### src/rtl/mcu_pkg.sv
// Shared definitions for the MCU datapath: write-back source indices,
// the default slow-source mask and the write-back FSM state type.
package mcu_pkg;

  localparam int SRC_ALU = 0;
  localparam int SRC_SCR = 1;
  localparam int SRC_SP  = 2;
  localparam int SRC_IN  = 3;

  // Scratch RAM read data arrives one cycle after its address is issued.
  localparam logic [3:0] SLOW_MASK_DFLT = 4'b0010;

  typedef enum logic {
    IDLE,
    WAIT_SLOW
  } wb_state_t;

endpackage

### src/rtl/wb_src_sel.sv
// Combinational NSRC:1 indexed select over a packed source bus, with a
// flag for indices that do not name a source.
module wb_src_sel #(
  parameter int DATA_W = 8,
  parameter int NSRC   = 4,
  parameter int SEL_W  = 2
) (
  input  logic [SEL_W-1:0]       sel,
  input  logic [NSRC*DATA_W-1:0] src,
  output logic [DATA_W-1:0]      dat,
  output logic                   err
);

  // Pick the addressed slice; any index with no matching source raises err.
  always_comb begin
    dat = '0;
    err = 1'b1;
    for (int i = 0; i < NSRC; i++) begin
      if (sel == SEL_W'(i)) begin
        dat = src[i*DATA_W +: DATA_W];
        err = 1'b0;
      end
    end
  end

endmodule

### src/rtl/rf_wb_mux.sv
// Register-file write-back selector. Chooses one of NSRC sources, registers
// the data and address, and pulses RF_WR. Sources flagged in SLOW_MASK are
// sampled one cycle later, during which BUSY blocks new requests.
module rf_wb_mux
  import mcu_pkg::*;
#(
  parameter  int              DATA_W    = 8,
  parameter  int              ADDR_W    = 5,
  parameter  int              NSRC      = 4,
  parameter  logic [NSRC-1:0] SLOW_MASK = (NSRC)'(SLOW_MASK_DFLT),
  localparam int              SEL_W     = (NSRC > 1) ? $clog2(NSRC) : 1
) (
  input  logic                   CLK,
  input  logic                   RST_N,
  input  logic                   WR_REQ,
  input  logic [SEL_W-1:0]       WR_SEL,
  input  logic [ADDR_W-1:0]      WR_ADR,
  input  logic [NSRC*DATA_W-1:0] SRC_DATA,
  output logic                   BUSY,
  output logic                   RF_WR,
  output logic [ADDR_W-1:0]      RF_ADR,
  output logic [DATA_W-1:0]      DIN_REG,
  output logic                   SEL_ERR
);

  wb_state_t         state, state_nxt;
  logic [SEL_W-1:0]  sel_p1;
  logic [ADDR_W-1:0] adr_p1;
  logic [SEL_W-1:0]  mux_sel;
  logic [DATA_W-1:0] mux_dat;
  logic              mux_err;
  logic              mux_slow;
  logic              busy;
  logic              accept;
  logic              wr_fast;
  logic              wr_slow;
  logic              slow_go;

  // While waiting on a slow source the captured select drives the mux,
  // so one selector serves both the fast and the delayed sample.
  assign mux_sel = (state == WAIT_SLOW) ? sel_p1 : WR_SEL;

  wb_src_sel #(
    .DATA_W (DATA_W),
    .NSRC   (NSRC),
    .SEL_W  (SEL_W)
  ) u_sel (
    .sel (mux_sel),
    .src (SRC_DATA),
    .dat (mux_dat),
    .err (mux_err)
  );

  // Look up whether the selected source needs an extra cycle.
  always_comb begin
    mux_slow = 1'b0;
    for (int i = 0; i < NSRC; i++) begin
      if (mux_sel == SEL_W'(i)) mux_slow = SLOW_MASK[i];
    end
  end

  // State register.
  always_ff @(posedge CLK or negedge RST_N) begin
    if (!RST_N) state <= IDLE;
    else        state <= state_nxt;
  end

  // Next state: a valid slow request parks in WAIT_SLOW for exactly one cycle.
  always_comb begin
    state_nxt = state;
    case (state)
      IDLE:      if (slow_go) state_nxt = WAIT_SLOW;
      WAIT_SLOW: state_nxt = IDLE;
      default:   state_nxt = IDLE;
    endcase
  end

  // Decoded control from the current state and request.
  always_comb begin
    busy    = (state == WAIT_SLOW);
    accept  = WR_REQ && !busy;
    wr_fast = accept && !mux_err && !mux_slow;
    slow_go = accept && !mux_err && mux_slow;
    wr_slow = busy;
  end

  assign BUSY = busy;

  // Stage 1: capture select and address of an accepted slow request.
  always_ff @(posedge CLK or negedge RST_N) begin
    if (!RST_N) begin
      sel_p1 <= '0;
      adr_p1 <= '0;
    end else if (slow_go) begin
      sel_p1 <= WR_SEL;
      adr_p1 <= WR_ADR;
    end
  end

  // Output stage: write strobe, error pulse, and held write data/address.
  always_ff @(posedge CLK or negedge RST_N) begin
    if (!RST_N) begin
      RF_WR   <= 1'b0;
      SEL_ERR <= 1'b0;
      RF_ADR  <= '0;
      DIN_REG <= '0;
    end else begin
      RF_WR   <= wr_fast || wr_slow;
      SEL_ERR <= accept && mux_err;
      if (wr_fast || wr_slow) begin
        DIN_REG <= mux_dat;
        RF_ADR  <= wr_slow ? adr_p1 : WR_ADR;
      end
    end
  end

endmodule

### config.mk
export PLATFORM = sky130hd
export DESIGN_NAME = rf_wb_mux
export DESIGN_NICKNAME = d
export VERILOG_FILES = /design/src/rtl/mcu_pkg.sv /design/src/rtl/wb_src_sel.sv /design/src/rtl/rf_wb_mux.sv
export SDC_FILE = /design/constraint.sdc
export NUM_CORES = 1
export LEC_CHECK = 0
export BUFFER_PORTS_ARGS = -buffer_cell sky130_fd_sc_hd__buf_2
export CAP_MARGIN = 20
export CORE_MARGIN = 2
export CORE_UTILIZATION = 40
export DETAILED_ROUTE_END_ITERATION = 12
export GPL_TIMING_DRIVEN = 0
export HOLD_SLACK_MARGIN = 0.12
export PLACE_DENSITY = 0.81
export SLEW_MARGIN = 20
export SYNTH_ARGS = -nofsm -noshare
export SYNTH_HDL_FRONTEND = slang
export SYNTH_SLANG_ARGS = --single-unit
### constraint.sdc
create_clock -name CLK -period 1.67 [get_ports CLK]
set_clock_uncertainty 0.1 [all_clocks]
set_input_delay 0.0835 -clock CLK [delete_from_list [all_inputs] [get_ports CLK]]
set_output_delay 0.0835 -clock CLK [all_outputs]
set_load 0.02 [all_outputs]
Yosys cells after proc, flatten, opt, wreduce, memory -nomap -nowiden --
Index checks and enable logic that the tools add are counted.
Word-level totals: register bits after elaboration 23, bits of input ports 42
Operators by class: equality and inequality tests 3, mux-type cells 15, bitwise operators 1, reductions and logical operators 10
Operators by type and width (number):
- $mux 8 | 4
- $mux 1 | 8
- $logic_and 1x1->1 | 5
- $mux 5 | 1
- $eq 2x2->1 const B | 2
- $logic_not 1->1 | 3
- $eq 2x1->1 const B | 1
- $logic_not 2->1 | 1
- $mux 2 | 1
- $pmux 1 s2 | 1
- $logic_or 1x1->1 | 1
- $not 1->1 | 1

Depth between registers and ports, before layout --
word-level depth 11, mapped depth 6

Hierarchy --
From an unflattened synthesis, not the netlist that was laid out.
Second synthesis, totals: cell total of the unflattened synthesis 74, area, all modules 1187.4 µm²
By module, submodules not included:
- rf_wb_mux | instances 1, cells an instance 62, area an instance 979.7 µm², seq. area each 575.6 µm²
- wb_src_sel | instances 1, cells an instance 12, area an instance 207.7 µm², seq. area each 0.0 µm²

Worst setup path before layout --
Ideal clock, no wire load.
path kind reg-to-reg, start point reg state (netlist: BUSY), end point reg adr_p1[0], arrival 1.461 ns, data required time 1.445 ns, setup slack -0.016 ns, cell stages (with the launch flop) 5, cell sequence dfrtp_1 -> buf_6 -> nor4bb_1 -> buf_2 -> mux2_2
Between the ends: word-level cells in the longest chain between the ends 9
RTL lines:
- start: declaration | line rf_wb_mux.sv:26 | wb_state_t state, state_nxt;
- start signal: assignment | line rf_wb_mux.sv:65 | else state <= state_nxt;
- $mux 2 | line rf_wb_mux.sv:41 | assign mux_sel = (state == WAIT_SLOW) ? sel_p1 : WR_SEL;
- $logic_not 2->1
- $mux 1 (4 in series) | line wb_src_sel.sv:19 | if (sel == SEL_W'(i)) begin
- $logic_not 1->1 | line rf_wb_mux.sv:83 | slow_go = accept && !mux_err && mux_slow;
- $logic_and 1x1->1 | line rf_wb_mux.sv:83
- $logic_and 1x1->1 * | line rf_wb_mux.sv:83
- end signal: assignment | line rf_wb_mux.sv:93 | adr_p1 <= '0;
- end signal: assignment | line rf_wb_mux.sv:96 | adr_p1 <= WR_ADR;
- end: declaration | line rf_wb_mux.sv:28 | logic [ADDR_W-1:0] adr_p1;
Mark *: on every way between the ends. The rest lies on a longest branch, timed or not. A chain may end at the register's enable or synchronous reset.

Final worst setup path --
start point reg state (netlist: BUSY), end point reg DIN_REG[6]
Between the ends: word-level cells in the longest chain between the ends 10
RTL lines:
- $mux 2 | line rf_wb_mux.sv:41
- $logic_not 2->1
- $mux 1 (4 in series) | line wb_src_sel.sv:19
- $logic_not 1->1 | line rf_wb_mux.sv:82 | wr_fast = accept && !mux_err && !mux_slow;
- $logic_and 1x1->1 (2 in series) | line rf_wb_mux.sv:82
- $logic_or 1x1->1 | line rf_wb_mux.sv:110 | if (wr_fast || wr_slow) begin
- end signal: assignment | line rf_wb_mux.sv:111 | DIN_REG <= mux_dat;
- end: declaration | line rf_wb_mux.sv:22 | output logic [DATA_W-1:0] DIN_REG,
Several ways; a longest one is shown, not always the timed one.

==> out/qor.yml <==
netlist.area_leader.share: 0.4883
worstReg2RegEnd: "DIN_REG[6]"
cp-end-kind: "flop"
cp-endpoint: "DIN_REG[6]"
period_needed_ns: 1.602
drt-total-wl_um: 3589
cts_max_level: 1
dr.pass1.iters: 4
insertion_delay_ns: 0.31
intPower_uw: 973.3
r2r_slack_ns: 0.07
yosys-top-cells-area: "dfrtp_1, mux2i_1, a221oi_2"
grt_max_degree: 24
vias_per_cell: 5.167
leakage_uw: 0.0009059
groute.usage.overall: 0.2253
cp-startpoint: "BUSY"
syn_inst: 95
power_density_mw_per_mm2: 720.5
slew_violations: 0
nets: 240
async_flop_share: 1.000
pwr-share-seq: 0.480
switching_power_uw: 452.9
critPathMaxFanout: 8
cts_made_buffers: 3
cap_violations: 0
synth_seq_cells: 23
slew-limit-headroom: 0.6157
die_area_mm2: 0.003397
seq_area_frac_synth: 0.4883
die_w_um: 58.28
vias: 1178
swShare: 0.3176
gp_congestion: 0.7443
hpwl_um: 2176
core_mm2: 0.002781
worst_ep_required_time_ns: 1.79
rr_worst_depth: 3
cts_buffer_depth: 2
antenna_found_initial: 0
start_kind: "flop"
drcViolationCount: 0
r2r_start: "BUSY"
grt_pass1_vias: 1257
diodes: 0
fin_crit_sh: 0.9590
final-setup-viol-count: 0
fmax_mhz: 624.4
synth_cell_types: 26
syn_nets: 137
cts-root-buf: "clkbuf_4"
cts.sinks: 23
postRouteAntennaNets: 0
synth_top_cell_by_area: "dfrtp_1"
drt_iter0_markers: 48
avgSynthCellArea_um2: 12.41
initial_core_util: 0.4238
hold_class: "input pin to flop"
dp.cells: 183
clk_pin_slew_ns: 0.12
finalHoldViolCount: 0
pwr-share-comb: 0.343
fin_cells: 228
mappedNetlistArea_mm2: 0.001179
portBuffers: 57
std_cell_rows: 19
ir_drop_mv: 0.6732
nFillCells: 194
ys.flop_type: "dfrtp_1"
finalPower_uw: 1426
wire_per_inst_um: 15.74
cp_data_arrival_time_ns: 1.72
cts_tree: "yes"
grt_pass1_wl_um: 5789
grt_overflow: 0
synth_edf_count: 0
die_h_um: 58.28
outcome: "finished clean"
ioPinCount: 58
yosysWarnings: 0
drive_above_1_share: 0.4416
area_growth_pct: 67.94
p_clk_frac: 0.177
critical_path_class: "flop to flop"
tightest_slew_ns: 0.5764
==> per-stage QoR <==
step | hold WS, ns | area (um^2) | utilization | setup TNS [ns] | worst slack (ns)
floorplan | -0.3121 | 1180 | - | 0 | 0.03342
global placement | -0.03030 | 1504 | 0.5407 | 0 | 0.01277
detailed placement | -0.02468 | 1504 | 0.5407 | -0.07396 | -0.02243
CTS | 0.1557 | 1953 | 0.7022 | 0 | 0.003372
global route | 0.1488 | 1979 | 0.7117 | -0.001067 | -0.001067
finish | 0.1548 | 1979 | 0.7117 | 0 | 0.06847
==> logic make-up after synthesis <==
family,synth area share
other cells,0.003182
buf+inv,0.03502
simple gates,0.08282
mux,0.1773
flops,0.4883
compound gates,0.2134
==> per-layer routing <==
metal | vias to the layer above | wire length, um | track usage
met4 | 0 | 59 | 0.08306
met5 | - | 0 | 0
met3 | 6 | 252 | 0.04018
met1 | 558 | 1404 | 0.2457
li1 | 561 | - | -
met2 | 53 | 1872 | 0.4270
==> critical path: stages (launching register included) <==
cell and delay, ns:
dfrtp_2 0.45, mux2i_4 0.47, mux2i_1 0.18, a221oi_2 0.31
==> synth_stat cells (all sizes together), types with 2 or more instances <==
cell / instances
mux2: 5
a21oi: 5
a221oi: 8
inv: 2
nor2: 14
buf: 5
o22ai: 8
dfrtp: 23
mux2i: 14
==> layout by cell type, fill, tap and decap left out, types with 2 or more instances in the layout <==
cell,synthesis,routed
mux2_1,2,2
mux2_2,3,3
dfrtp_2,0,2
a221oi_2,8,8
dlygate4sd3_1,0,40
buf_2,3,58
a21oi_1,5,5
clkbuf_4,0,4
dfrtp_1,23,21
o22ai_1,8,8
mux2i_1,13,13
buf_6,1,2
nor2_1,13,13
==> sequential cells by signal (all words and copies together), names as in the netlist <==
| name | cells |
|---|---|
| DIN_REG | 8 |
| RF_ADR | 5 |
| adr_p1 | 5 |
| sel_p1 | 2 |
| BUSY | 1 |
| RF_WR | 1 |
| SEL_ERR | 1 |
==> worst min path at each step <==
stage,endpoint,slack [ns],from,cells after the start
floorplan,BUSY,-0.31,RST_N,0
global placement,DIN_REG[3],-0.03,RST_N,1
detailed placement,DIN_REG[3],-0.02,RST_N,1
CTS,BUSY,0.16,WR_SEL[0],3
global route,BUSY,0.15,WR_SEL[0],3
finish,BUSY,0.15,WR_SEL[0],3
==> power groups by stage <==
stage               clock (uW)  sequential, uW  combinational [uW]
finish                     253             684                 490
global placement             0             686                 388
floorplan                    0             756                 176
global route               283             693                 529
detailed placement           0             694                 403
CTS                        268             684                 481
==> what timing repair did <==
item                                    4_1_cts  5_1_grt
endpoints found under the hold margin        42        0
resized for setup                             3        6
pin swaps                                     1        1
buffers inserted                              1        0
endpoints found under the setup margin       12        6
hold buffers                                 40        0
==> area by class of cell <==
cell class | instances | area [um^2] | share of cell area
Multi-Input combinational cell | 65 | 585.6 | 0.2958
Clock buffer | 4 | 26.28 | 0.01327
Inverter | 2 | 7.507 | 0.003793
Sequential cell | 23 | 578.1 | 0.2920
Timing Repair Buffer | 98 | 693.2 | 0.3502
Tap cell | 31 | 38.79 | 0.01960
Buffer | 5 | 50.05 | 0.02528
No activity file was read; power rests on OpenSTA's default activity.
